==> src/rtl/vga_box_renderer_pkg.sv <==
// Shared constants and types for the bouncing-box pixel stage: visible area,
// box geometry, colours, frame FSM states and axis direction.
package vga_box_renderer_pkg;

  localparam logic [9:0] H_VIS = 10'd640;
  localparam logic [9:0] V_VIS = 10'd480;
  localparam logic [9:0] BOX_W = 10'd32;
  localparam logic [9:0] BOX_H = 10'd32;
  localparam logic [9:0] STEP  = 10'd2;
  localparam logic [9:0] X0    = 10'd0;
  localparam logic [9:0] Y0    = 10'd0;

  // 3-3-2 RGB: {R[2:0], G[2:0], B[1:0]}
  localparam logic [7:0] BOX_COLOR = 8'hE0;
  localparam logic [7:0] BG_COLOR  = 8'h03;

  typedef enum logic [1:0] {
    ST_ACTIVE = 2'd0,
    ST_UPDATE = 2'd1,
    ST_BLANK  = 2'd2
  } state_t;

  typedef enum logic {
    DIR_POS = 1'b0,
    DIR_NEG = 1'b1
  } dir_t;

endpackage

==> src/rtl/vga_box_renderer_if.sv <==
// Raster timing bundle produced by the VGA timer and consumed by pixel stages.
interface vga_box_renderer_if;
  logic       hsync_in;
  logic       vsync_in;
  logic       bright;
  logic [9:0] hcount;
  logic [9:0] vcount;

  modport master (output hsync_in, vsync_in, bright, hcount, vcount);
  modport slave  (input  hsync_in, vsync_in, bright, hcount, vcount);
endinterface

==> src/rtl/vga_box_renderer_bounce_axis.sv <==
// One axis of the bouncing box: steps by STEP when enabled, clamping to
// [0, LIM] and reversing direction on contact with either wall.
module vga_box_renderer_bounce_axis
  import vga_box_renderer_pkg::*;
#(
  parameter logic [9:0] LIM  = 10'd608,
  parameter logic [9:0] STEP = 10'd2,
  parameter logic [9:0] P0   = 10'd0
) (
  input  logic       clk,
  input  logic       clear,
  input  logic       step_en,
  output logic [9:0] pos,
  output dir_t       dir
);

  // Widened so pos+STEP near the limit cannot wrap and miss the wall.
  logic [10:0] pos_fwd;
  assign pos_fwd = {1'b0, pos} + {1'b0, STEP};

  // NOTE: state registers use non-blocking assignment so every flop samples
  // pre-edge values, regardless of the order of always blocks.
  always_ff @(posedge clk or negedge clear) begin
    if (!clear) begin
      pos <= P0;
      dir <= DIR_POS;
    end else if (step_en) begin
      if (dir == DIR_POS) begin
        if (pos_fwd >= {1'b0, LIM}) begin
          pos <= LIM;
          dir <= DIR_NEG;
        end else begin
          pos <= pos_fwd[9:0];
        end
      end else begin
        if (pos <= STEP) begin
          pos <= '0;
          dir <= DIR_POS;
        end else begin
          pos <= pos - STEP;
        end
      end
    end
  end

endmodule

==> src/rtl/vga_box_renderer.sv <==
// Pixel stage behind the VGA timer: draws a bouncing solid box with a 2-cycle
// pipeline and re-aligns hsync/vsync to the colour output.
module vga_box_renderer
  import vga_box_renderer_pkg::*;
(
  input  logic                      clk,
  input  logic                      clear,
  vga_box_renderer_if.slave         vin,
  input  logic                      pause,
  output logic                      hsync_out,
  output logic                      vsync_out,
  output logic [7:0]                rgb,
  output logic                      frame_tick
);

  state_t     state;
  logic [9:0] x_pos, y_pos;
  dir_t       x_dir, y_dir;
  logic       step_en;

  assign step_en = (state == ST_UPDATE) && !pause;

  vga_box_renderer_bounce_axis #(.LIM(H_VIS - BOX_W), .STEP(STEP), .P0(X0)) u_x_axis (
    .clk(clk), .clear(clear), .step_en(step_en), .pos(x_pos), .dir(x_dir)
  );

  vga_box_renderer_bounce_axis #(.LIM(V_VIS - BOX_H), .STEP(STEP), .P0(Y0)) u_y_axis (
    .clk(clk), .clear(clear), .step_en(step_en), .pos(y_pos), .dir(y_dir)
  );

  // 11-bit compares so the right/bottom edge never wraps.
  logic [10:0] hc, vc, x_lo, y_lo, x_hi, y_hi;
  logic        in_box;

  assign hc     = {1'b0, vin.hcount};
  assign vc     = {1'b0, vin.vcount};
  assign x_lo   = {1'b0, x_pos};
  assign y_lo   = {1'b0, y_pos};
  assign x_hi   = x_lo + {1'b0, BOX_W};
  assign y_hi   = y_lo + {1'b0, BOX_H};
  assign in_box = (hc >= x_lo) && (hc < x_hi) && (vc >= y_lo) && (vc < y_hi);

  logic bright_d1, in_box_d1, hsync_d1, vsync_d1;

  // Syncs idle high, so reset them to 1 to avoid a spurious sync pulse.
  always_ff @(posedge clk or negedge clear) begin
    if (!clear) begin
      bright_d1 <= 1'b0;
      in_box_d1 <= 1'b0;
      hsync_d1  <= 1'b1;
      vsync_d1  <= 1'b1;
      rgb       <= '0;
      hsync_out <= 1'b1;
      vsync_out <= 1'b1;
    end else begin
      bright_d1 <= vin.bright;
      in_box_d1 <= in_box;
      hsync_d1  <= vin.hsync_in;
      vsync_d1  <= vin.vsync_in;
      rgb       <= !bright_d1 ? 8'h00 : (in_box_d1 ? BOX_COLOR : BG_COLOR);
      hsync_out <= hsync_d1;
      vsync_out <= vsync_d1;
    end
  end

  // Position moves only while the raster is in vertical blanking.
  always_ff @(posedge clk or negedge clear) begin
    if (!clear) begin
      state      <= ST_ACTIVE;
      frame_tick <= 1'b0;
    end else begin
      frame_tick <= 1'b0;
      case (state)
        ST_ACTIVE: begin
          if (vin.vcount == V_VIS && vin.hcount == 10'd0) begin
            state      <= ST_UPDATE;
            frame_tick <= 1'b1;
          end
        end
        ST_UPDATE: state <= ST_BLANK;
        ST_BLANK: begin
          if (vin.vcount == 10'd0) state <= ST_ACTIVE;
        end
        default: state <= ST_ACTIVE;
      endcase
    end
  end

endmodule
==> src/flat_wrapper.sv <==
// flat-port wrapper written by rule: the top's interface ports become plain ports
module vga_box_renderer_flat import vga_box_renderer_pkg::*;
  (clk, clear, pause, hsync_out, vsync_out, rgb, frame_tick, vin_hsync_in, vin_vsync_in, vin_bright, vin_hcount, vin_vcount);
  vga_box_renderer_if vin_i ();
  input  logic clk;
  input  logic clear;
  input  logic pause;
  output logic hsync_out;
  output logic vsync_out;
  output logic [7:0] rgb;
  output logic frame_tick;
  input wire logic [$bits(vin_i.hsync_in)-1:0] vin_hsync_in;
  input wire logic [$bits(vin_i.vsync_in)-1:0] vin_vsync_in;
  input wire logic [$bits(vin_i.bright)-1:0] vin_bright;
  input wire logic [$bits(vin_i.hcount)-1:0] vin_hcount;
  input wire logic [$bits(vin_i.vcount)-1:0] vin_vcount;
  assign vin_i.hsync_in = vin_hsync_in;
  assign vin_i.vsync_in = vin_vsync_in;
  assign vin_i.bright = vin_bright;
  assign vin_i.hcount = vin_hcount;
  assign vin_i.vcount = vin_vcount;
  vga_box_renderer u_core (.clk(clk), .clear(clear), .vin(vin_i), .pause(pause), .hsync_out(hsync_out), .vsync_out(vsync_out), .rgb(rgb), .frame_tick(frame_tick));
endmodule
==> config.mk <==
export PLATFORM = sky130hd
export DESIGN_NAME = vga_box_renderer_flat
export DESIGN_NICKNAME = d
export VERILOG_FILES = /design/src/rtl/vga_box_renderer_pkg.sv /design/src/rtl/vga_box_renderer_if.sv /design/src/rtl/vga_box_renderer_bounce_axis.sv /design/src/rtl/vga_box_renderer.sv /design/src/flat_wrapper.sv
export SDC_FILE = /design/constraint.sdc
export NUM_CORES = 1
export LEC_CHECK = 0
export BUFFER_PORTS_ARGS = -buffer_cell sky130_fd_sc_hd__buf_2
export CORE_MARGIN = 2
export CORE_UTILIZATION = 50
export DETAILED_ROUTE_END_ITERATION = 10
export PLACE_DENSITY = 0.73
export SLEW_MARGIN = 20
export SYNTH_ARGS = -nofsm -noshare
export SYNTH_HDL_FRONTEND = slang
export SYNTH_SLANG_ARGS = --single-unit
==> constraint.sdc <==
create_clock -name clk -period 2.05 [get_ports clk]
set_input_delay 0.205 -clock clk [delete_from_list [all_inputs] [get_ports clk]]
set_output_delay 0.205 -clock clk [all_outputs]
set_load 0.05 [all_outputs]
# [Yosys cells after proc, flatten, opt, wreduce, memory -nomap -nowiden]
# Index checks and enable logic that the tools add are counted.
[op_classes] n_addsub=6 multipliers=0 n_div=0 n_lt_le_gt_ge=8 n_eq_ne=5 shift=0 n_mux=19 bitwise=0 reduce_logical=10
[ops] operator="two-way mux 10 bit" n=6
[ops] operator="adder 10 x 2 -> 11 bit (second input constant)" n=2
[ops] operator="adder 10 x 6 -> 11 bit (second input constant)" n=2
[ops] operator="less-than comparator 10 x 11 -> 1 bit" n=2
[ops] operator=">= comparator 10 bit" n=2
[ops] operator="less-or-equal comparator 10 x 2 -> 1 bit (second input constant)" n=2
[ops] operator="zero test 10 bit" n=2
[ops] operator="subtractor 10 x 2 -> 10 bit (second input constant)" n=2
[ops] operator="two-way mux 8 bit" n=2
[ops] operator=">= comparator 11 x 10 -> 1 bit (second input constant)" n=1
[ops] operator=">= comparator 11 x 9 -> 1 bit (second input constant)" n=1
[ops] operator="== test 10 x 9 -> 1 bit (second input constant)" n=1
[ops] operator="two-way mux 1 bit" n=8
[ops] operator="case mux 2 bit (3 select lines)" n=1
[ops] operator="logical AND 1 bit" n=5
[ops] operator="two-way mux 2 bit" n=2
[ops] operator="!= test 2 x 1 -> 1 bit (second input constant)" n=2
[ops] operator="== test 2 x 1 -> 1 bit (second input constant)" n=1
[ops] operator="== test 2 bit (second input constant)" n=1
[ops] operator="zero test 2 bit" n=1
[ops] operator="AND reduction 2 bit" n=1
[ops] operator="zero test 1 bit" n=1
[word_totals] regBits=39 latchBits=0 ramBits=0 mem_bits_ro=0 inputBits=26 output_inout_bits=11 elab_cells=61 memories=0

# [Longest topological paths before layout]
# Gate-level depths: netlist of the first run.
[logic_depth] depth_word=5 depth_mapped=10 mapped_depth_nobuf=9

# [Modules after synthesis]
# From an unflattened synthesis of the first run, not the netlist that was laid out.
[unflattened] hier_cells=388 area_unflattened_um2=3294.4
[modules_own_cells] module="vga_box_renderer" n_inst=1 cells_per_inst=150 area_per_inst_um2=1331.3 seq_area_each_um2=280.3
[modules_own_cells] module="vga_box_renderer_bounce_axis at u_core.u_y_axis" n_inst=1 cells_per_inst=122 area_per_inst_um2=1006.0 seq_area_each_um2=250.2
[modules_own_cells] module="vga_box_renderer_bounce_axis at u_core.u_x_axis" n_inst=1 cells_per_inst=116 area_per_inst_um2=957.2 seq_area_each_um2=250.2

# [Least setup slack after synthesis of the first run]
# No wires, ideal clock.
[synth_timing] kind="reg-to-reg" startpoint="register u_core.u_y_axis.pos[5]" endpoint="register u_core.in_box_d1" setup_ns=0.101 arrival_time_ns=2.017 required_time_ns=1.949 path_slack_ns=-0.068 path_stages_with_launch=11 path_buffers=1 synth_period_minus_slack_ns=2.118 cell_sequence="dfrtp_1 > buf_2 > inv_1 > ha_1 > inv_1 > ha_1 > a21oi_1 > nor2b_1 > a2111oi_0 > a21oi_1 > nor4_1"
[synth_via] elab_chain_cells=3 elab_cells_between_ends=5 classes_between="1 x add/sub; 2 x order compare; 2 x reduce/logical"
[synth_rtl] element="from (decl)" line_no="vga_box_renderer_bounce_axis.sv:13" text="output logic [9:0] pos,"
[synth_rtl] element="from (signal assigned)" line_no="vga_box_renderer_bounce_axis.sv:33" text="pos <= pos_fwd[9:0];"
[synth_rtl] element="from (signal assigned)" line_no="vga_box_renderer_bounce_axis.sv:40" text="pos <= pos - STEP;"
[synth_rtl] element="adder 10 x 6 -> 11 bit / >= comparator 10 bit (equally long branches)" line_no="vga_box_renderer.sv:40, vga_box_renderer.sv:41"
[synth_rtl] element="less-than comparator 10 x 11 -> 1 bit / logical AND 1 bit (equally long branches)" line_no="vga_box_renderer.sv:41" text="assign in_box = (hc >= x_lo) && (hc < x_hi) && (vc >= y_lo) && (vc < y_hi);"
[synth_rtl] element="logical AND 1 bit (*)" line_no="vga_box_renderer.sv:41"
[synth_rtl] element="net u_core.in_box" line_no="vga_box_renderer.sv:33" text="logic in_box;"
[synth_rtl] element="to (signal assigned)" line_no="vga_box_renderer.sv:57" text="in_box_d1 <= in_box;"
[synth_rtl] element="to (decl)" line_no="vga_box_renderer.sv:43" text="logic bright_d1, in_box_d1, hsync_d1, vsync_d1;"
# The timed path passes the listed nets; every way through them passes the cells marked *.
# A chain may end at the register's enable or synchronous reset.

# [Worst setup path after layout of the first run]
# Same ends and word-level chain as after synthesis.

==> summary.log, run 1 <==
qor: flow_run.cap_viol_max_count 0
qor: timing.max_slew_margin 49.8%
qor: synthesis.post_synth_most_frequent_cells ha_1, dfrtp_1, inv_1, nand2_1, o21ai_0
qor: cts.clockRootBuffer clkbuf_8
qor: cells_and_area.nets 490
qor: worst_setup_path.critPathArrivalTime 2.33 ns
qor: timing.timing.final.ws_setup -0.0925 ns
qor: run_status.violations hold timing, setup timing
qor: synthesis.asr_flop_ratio_synth 100%
qor: route.detailedRoute.firstPassIterationCount 5
qor: worst_setup_path.cp_num_buf_inv 2
qor: cts.cts-root-to-sink-buffers 2
qor: cts.cts_made_buffers 5
qor: worst_setup_path.cp_slowest_stage_delay 0.45 ns
qor: place.placement.cell_area 3460 µm²
qor: timing.finalSetupViolCount 1
qor: floorplan.die_height 81.4 µm
qor: power_and_ir_drop.vdd_ir_drop_max 0.326 mV
qor: grt.vias_in_the_first_global_route 2782
qor: synthesis.synth.avg_cell_area 8.47 µm²
qor: synthesis.ys_seq_elements 31
qor: timing.final.setup_skew 0.00521 ns
qor: cells_and_area.final_instance_area 3860 µm²
qor: timing.min_period 2.14 ns
qor: route.drt_drc_violations_left 0
qor: floorplan.core-area 5850 µm²
qor: synthesis.share_of_synthesized_area_occupied_by_flip_flops_and_latches 26.0%
qor: worst_setup_path.cp-start-kind flip-flop
qor: route.top_layer met4
qor: worst_setup_path.critPathSlowestCell dfrtp_1
qor: min_path.hold_path_class in -> async
qor: route.met2_wirelength 4150 µm
qor: worst_setup_path.cp_top_family flip-flops
qor: power_and_ir_drop.static-leakage-power 1.67 nW
qor: floorplan.top_level_ports 37
qor: synthesis.yosysTopAreaCell dfrtp_1
qor: route.drt_antenna_net_count 0
qor: synthesis.synth_cell_types 68
qor: synthesis.ys_warn_count 0
qor: grt.track_usage 25.6%
qor: synthesis.synth.area.top_cells dfrtp_1, ha_1, dfstp_2, o21ai_0, inv_1
qor: route.wl_on_met1 3930 µm
qor: route.detailroute.via_count 3126
qor: cts.cts_num_sinks 31
qor: floorplan.initial_utilization 51.2%
qor: route.detailedRoute.firstIterationViolations 234
qor: synthesis.post-synth-top-area-fraction 22.5%
qor: place.pre_cts_setup_slack -0.0593 ns
qor: timing.achievable-frequency 467 MHz
qor: synthesis.number_of_flops_mapped_to_enable_cells_by_yosys 0
qor: timing.final_min_period_over_clock_period 105%
qor: synthesis.post_synth_instance_area 3000 µm²
qor: cells_and_area.num_antenna_cells 0
qor: worst_setup_path.worstSetupEndpointType flip-flop
qor: synthesis.yosysMostFrequentCell ha_1
qor: grt.grt.overflow.total 0
qor: worst_setup_path.crit_chain buf_4 -> buf_4 -> nand3_1 -> xnor2_1 -> ha_1 -> o21a_1 -> o22ai_1 -> a21oi_1 -> nor4_1
qor: cts.cts.htree.levels 2
qor: cts.worst_skew_pair.late_latency 0.28 ns
qor: route.via_count_normalized_by_instance_count 6.23
qor: cells_and_area.synthToLayoutAreaGrowth 28.6%
qor: worst_setup_path.crit_type reg -> reg
qor: cts.worst_setup_hold_path_clk_slew 0.07 ns
qor: floorplan.placement_rows 28
qor: route.route.final.wire_length 8820 µm
qor: worst_setup_path.worst-endpoint-required 2.24 ns
qor: grt.initial_antenna_violation_count 0
qor: floorplan.total_die_area 6630 µm²
qor: cts.tritoncts built
qor: cells_and_area.post_route_cells_drive_above_1_share 35.4%
qor: timing.final_hold_viols 21
qor: timing.setup_total_negative_slack -0.0925 ns
qor: synthesis.synthCells 354
qor: synthesis.synth-main-ff-cell dfrtp_1
qor: place.place_hpwl 6260 µm
qor: worst_setup_path.crit_fanout 7
qor: route.wl_per_cell 17.6 µm
qor: timing.drv_slew 0
qor: place.port_buffers 33
qor: grt.grt_first_pass_wirelength 13100 µm
qor: timing.rsz_0062_raised_after_global_routing yes
qor: floorplan.die_w 81.4 µm
qor: place.gp_congestion 0.902
qor: grt.grt_max_degree 32
qor: timing.hold_ws -0.0220 ns
qor: run_status.run_status finished, violations left
qor: worst_setup_path.critical_path.most_common_cell buf_4
qor: power_and_ir_drop.power.density 372 nW/µm²
qor: timing.worst-slew-pin-transition 0.754 ns
qor: route.wl_met3 559 µm
-- registers in the layout, summed over array words and instances, names as in the netlist --
signal and cells:
u_core.bright_d1 1, u_core.frame_tick 1, u_core.hsync_d1 1, u_core.hsync_out 1, u_core.in_box_d1 1, u_core.rgb 2
u_core.state 2, u_core.u_x_axis.dir 1, u_core.u_x_axis.pos 9, u_core.u_y_axis.dir 1, u_core.u_y_axis.pos 9, u_core.vsync_d1 1
u_core.vsync_out 1
-- worst register-to-register path: stages (launching register included) --
cell	delay, ns
dfrtp_1	0.45
buf_4	0.15
buf_4	0.14
nand3_1	0.13
xnor2_1	0.22
ha_1	0.27
o21a_1	0.17
o22ai_1	0.16
a21oi_1	0.06
nor4_1	0.28
-- layer usage --
layer | track usage (%) | vias up
li1 | - | 1467
met1 | 34.7 | 1476
met2 | 42.1 | 160
met3 | 3.96 | 23
met4 | 7.29 | 0
met5 | 0 | -
-- logic make-up (layout without fill, tap and decap cells) --
family	Yosys count	count (layout)	synth area share, %
simple gates	125	126	23.7
compound gates	96	96	22.6
buf+inv	51	121	7.93
fa+ha+maj	38	38	15.9
flops	31	31	26.0
xor+xnor	9	9	2.63
mux	3	3	1.09
other cells	1	3	0.125
-- cell type report --
class	instances	area (µm²)
clock buffers	7	86.3
clock inverters	1	5.00
fillers	464	1990
inverters	25	93.8
multi-input cells	275	2180
flip-flops and latches	31	787
well taps	75	93.8
repair buffers	88	609
-- layout by cell type (no fill, tap or decap), types with 5 or more instances in the layout --
cell	n
ha_1	33
o21ai_0	15
buf_4	49
nand3_1	15
nand2_1	23
a21oi_1	15
o21a_1	5
nand4_1	10
clkbuf_8	6
inv_1	23
buf_6	5
nor4_1	10
dfrtp_2	5
a22o_1	7
o211ai_1	5
buf_2	33
a31oi_1	6
nor3_1	14
xnor2_1	8
dfrtp_1	22
nor2_1	13
-- metrics by stage --
| step | util [%] | std cells | hold WS, ns | power, mW |
|---|---|---|---|---|
| after floorplan | - | 356 | -0.0906 | 0.807 |
| after global placement | 59.2 | 481 | 0.300 | 0.887 |
| after detailed placement | 59.2 | 481 | 0.308 | 0.896 |
| after CTS | 61.3 | 491 | 0.00215 | 1.41 |
| after global routing | 65.9 | 502 | 0.00323 | 1.49 |
| final | 65.9 | 502 | -0.0220 | 1.43 |
-- repair_timing --
action	CTS	global route
pin swaps	1	22
cloned	0	1
endpoints found under the setup margin	4	20
gates resized for setup	5	42
hold buffers	0	0
buffers inserted	2	10
-- power by group --
| part | leakage [nW] | internal (mW) | total (mW) | switching [mW] |
|---|---|---|---|---|
| clock network | 0.0482 | 0.271 | 0.521 | 0.250 |
| logic | 1.24 | 0.103 | 0.269 | 0.166 |
| registers | 0.376 | 0.629 | 0.643 | 0.0135 |
| total | 1.67 | 1.00 | 1.43 | 0.429 |
-- path summary, 6_finish.rpt --
| path | slack [ns] | start | cells past startpoint | end |
|---|---|---|---|---|
| setup / recovery | -0.09 | u_core.u_y_axis.pos[5] | 9 | u_core.in_box_d1 |
| hold / removal | -0.02 | clear | 1 | u_core.u_y_axis.pos[6] |
| setup reg to reg | -0.09 | u_core.u_y_axis.pos[5] | 9 | u_core.in_box_d1 |
| hold reg to reg | 0.36 | u_core.vsync_d1 | 0 | u_core.vsync_out |
| max in group asynchronous | 1.53 | clear | 1 | u_core.u_y_axis.pos[2] |
| min in group clk | 0.01 | vin_hsync_in | 1 | u_core.hsync_d1 |
(Power assumes the default switching activity.)
==> run 2: changes to the inputs <==
--- a/config.mk
+++ b/config.mk
@@ -7,2 +7,3 @@
 export LEC_CHECK = 0
+export ABC_CLOCK_PERIOD_IN_PS = 2050
 export BUFFER_PORTS_ARGS = -buffer_cell sky130_fd_sc_hd__buf_2
==> constraint.sdc (replaced) <==
create_clock -name clk -period 2.05 [get_ports clk]
set_input_delay 0.41 -clock clk [delete_from_list [all_inputs] [get_ports clk]]
set_output_delay 0.41 -clock clk [all_outputs]
set_load 0.05 [all_outputs]
==> run 2 against run 1 <==
The flow finishes with violations (setup timing). Total power increased by 8.9%. Clock skew grew 0.0035 ns. First-iteration DRC count grew 28%. Worst hold slack improved by 0.21 ns. Sequential cell count stayed put. Critical endpoint unchanged. Largest power group is now the clock network.
==> summary.log, run 2 (same netlist as run 1, synthesis figures left out) <==
qor: worst_setup_path.crit_type reg -> reg
qor: route.drt_antenna_net_count 0
qor: cts.tritoncts built
qor: route.via_count_normalized_by_instance_count 6.10
qor: timing.final_min_period_over_clock_period 101%
qor: worst_setup_path.crit_chain buf_4 -> inv_1 -> ha_1 -> o21a_1 -> o211ai_1 -> nand2_1 -> nand3_1 -> a311o_1 -> nor4_2
qor: place.numPlacedInstances 477
qor: worst_setup_path.worstSetupEndpointType flip-flop
qor: timing.min_period 2.06 ns
qor: floorplan.total_die_area 6630 µm²
qor: cts.worst_skew_pair.late_latency 0.30 ns
qor: floorplan.die_w 81.4 µm
qor: route.route.final.wire_length 8560 µm
qor: grt.grt_max_degree 32
qor: cts.worst_setup_hold_path_clk_slew 0.08 ns
qor: timing.finalSetupViolCount 1
qor: cells_and_area.ff_latch_area 790 µm²
qor: cts.clockRootBuffer clkbuf_8
qor: grt.initial_antenna_violation_count 0
qor: timing.rsz_0062_raised_after_global_routing yes
qor: timing.timing.final.ws_setup -0.0129 ns
qor: grt.vias_in_the_first_global_route 2726
qor: cells_and_area.final_common_cell buf_4
qor: timing.drv_slew 0
qor: place.pre_cts_setup_slack -0.0790 ns
qor: floorplan.initial_utilization 51.2%
qor: place.gp_congestion 0.931
qor: grt.grt_first_pass_wirelength 13200 µm
qor: cells_and_area.synthToLayoutAreaGrowth 24.2%
qor: grt.globalRouteMet1Util 36.1%
qor: cells_and_area.post_route_cells_drive_above_1_share 32.2%
qor: cts.holdBufCountCts 0
qor: cells_and_area.instances_no_fill 494
qor: power_and_ir_drop.power.density 419 nW/µm²
qor: cells_and_area.nets 482
qor: min_path.hold_path_class in -> async
qor: place.port_buffers 33
qor: worst_setup_path.worst-endpoint-required 2.25 ns
qor: route.detailedRoute.firstIterationViolations 300
qor: worst_setup_path.cp_slowest_stage_delay 0.39 ns
qor: cts.cts-root-to-sink-buffers 2
qor: grt.top_usage_layer met2
qor: power_and_ir_drop.static-leakage-power 1.61 nW
qor: grt.met3_usage 3.74%
qor: worst_setup_path.critPathSlowestCell dfrtp_1
qor: cells_and_area.biggestRegsByFlops u_core.u_x_axis.pos: 9 flops, u_core.u_y_axis.pos: 9 flops
qor: floorplan.die_height 81.4 µm
qor: cells_and_area.multi_input_area 2110 µm²
qor: run_status.violations setup timing
qor: timing.achievable-frequency 485 MHz
qor: route.wl_per_cell 17.3 µm
qor: cells_and_area.fillCellCount 493
qor: power_and_ir_drop.vdd_ir_drop_max 0.260 mV
qor: flow_run.cap_viol_max_count 0
qor: floorplan.top_level_ports 37
qor: floorplan.placement_rows 28
qor: grt.grt_util_met2 41.1%
qor: worst_setup_path.crit_fanout 8
qor: cells_and_area.num_antenna_cells 0
qor: timing.worst-slew-pin-transition 0.763 ns
qor: timing.setup_total_negative_slack -0.0129 ns
qor: timing.final.setup_skew 0.00871 ns
qor: worst_setup_path.cp-start-kind flip-flop
qor: timing.max_slew_margin 49.1%
qor: grt.grt.overflow.total 0
qor: worst_setup_path.critPathArrivalTime 2.26 ns
qor: grt.track_usage 25.7%
qor: cts.cts.htree.levels 2
qor: cts.cts_made_buffers 5
qor: route.detailedRoute.firstPassIterationCount 5
qor: cts.cts_num_sinks 31
qor: route.drt_drc_violations_left 0
qor: floorplan.core-area 5850 µm²
qor: timing.final_hold_viols 0
qor: run_status.run_status finished, violations left
qor: route.detailroute.via_count 3015
qor: cells_and_area.most-common-layout-cells buf_4, ha_1, buf_2
qor: place.place_hpwl 6170 µm
-- run 2: cell count changes in the layout (fill, tap and decap cells not counted), sizes merged --
cell	change
bufinv	+1
buf	-8
clkbuf	-1
-- run 2: area by class of cell --
| class | instances | area share [%] |
|---|---|---|
| multi-input cells | 275 | 56.7 |
| repair buffers | 80 | 13.9 |
| well taps | 75 | 2.52 |
| inverters | 25 | 2.52 |
| flip-flops and latches | 31 | 21.2 |
| clock buffers | 6 | 2.22 |
| clock inverters | 2 | 0.941 |
-- run 2: routing by layer --
| layer | part of all wire, % | wire length (µm) |
|---|---|---|
| met5 | 0 | 0 |
| met4 | 1.2 | 104 |
| met3 | 6.7 | 576 |
| met2 | 48 | 4070 |
| met1 | 45 | 3810 |
-- run 2: critical path: cells and delay by family, from the launching register on --
family / cells / cell delay, ns
AOI/OAI and AO/OA: 3 / 0.56
and+or+nand+nor: 3 / 0.45
adders and majority gates: 1 / 0.29
buffers and inverters: 2 / 0.27
DFF: 1 / 0.39
-- run 2: timing repair --
item	in CTS	in global routing
gates cloned	0	1
endpoints found under the setup margin	6	20
buffers inserted	1	7
gates resized for setup	7	22
pin swaps	1	7
-- run 2: power breakdown --
| group | internal (mW) | switching (mW) |
|---|---|---|
| Combinational | 0.0979 | 0.160 |
| Clock | 0.394 | 0.264 |
| Sequential | 0.629 | 0.0155 |
-- run 2: metrics by stage --
stage	hold WS (ns)	power (mW)	utilization (%)	area (µm²)
2_1_floorplan	0.114	0.807	-	3010
3_3_place_gp	0.347	0.889	58.4	3420
3_5_place_dp	0.356	0.897	58.4	3420
4_1_cts	0.205	1.54	61.1	3570
5_1_grt	0.207	1.62	63.6	3720
6_report	0.184	1.56	63.6	3720
-- run 2: final timing paths --
| kind | to | startpoint | cells past startpoint | slack, ns |
|---|---|---|---|---|
| max | u_core.in_box_d1 | u_core.u_x_axis.pos[1] | 9 | -0.01 |
| min reg2reg | u_core.vsync_out | u_core.vsync_d1 | 0 | 0.36 |
| max reg2reg | u_core.in_box_d1 | u_core.u_x_axis.pos[1] | 9 | -0.01 |
| min in group clk | u_core.hsync_d1 | vin_hsync_in | 1 | 0.22 |
| max in group asynchronous | u_core.u_y_axis.pos[4] | clear | 1 | 1.33 |
| min | u_core.u_y_axis.dir | clear | 1 | 0.18 |
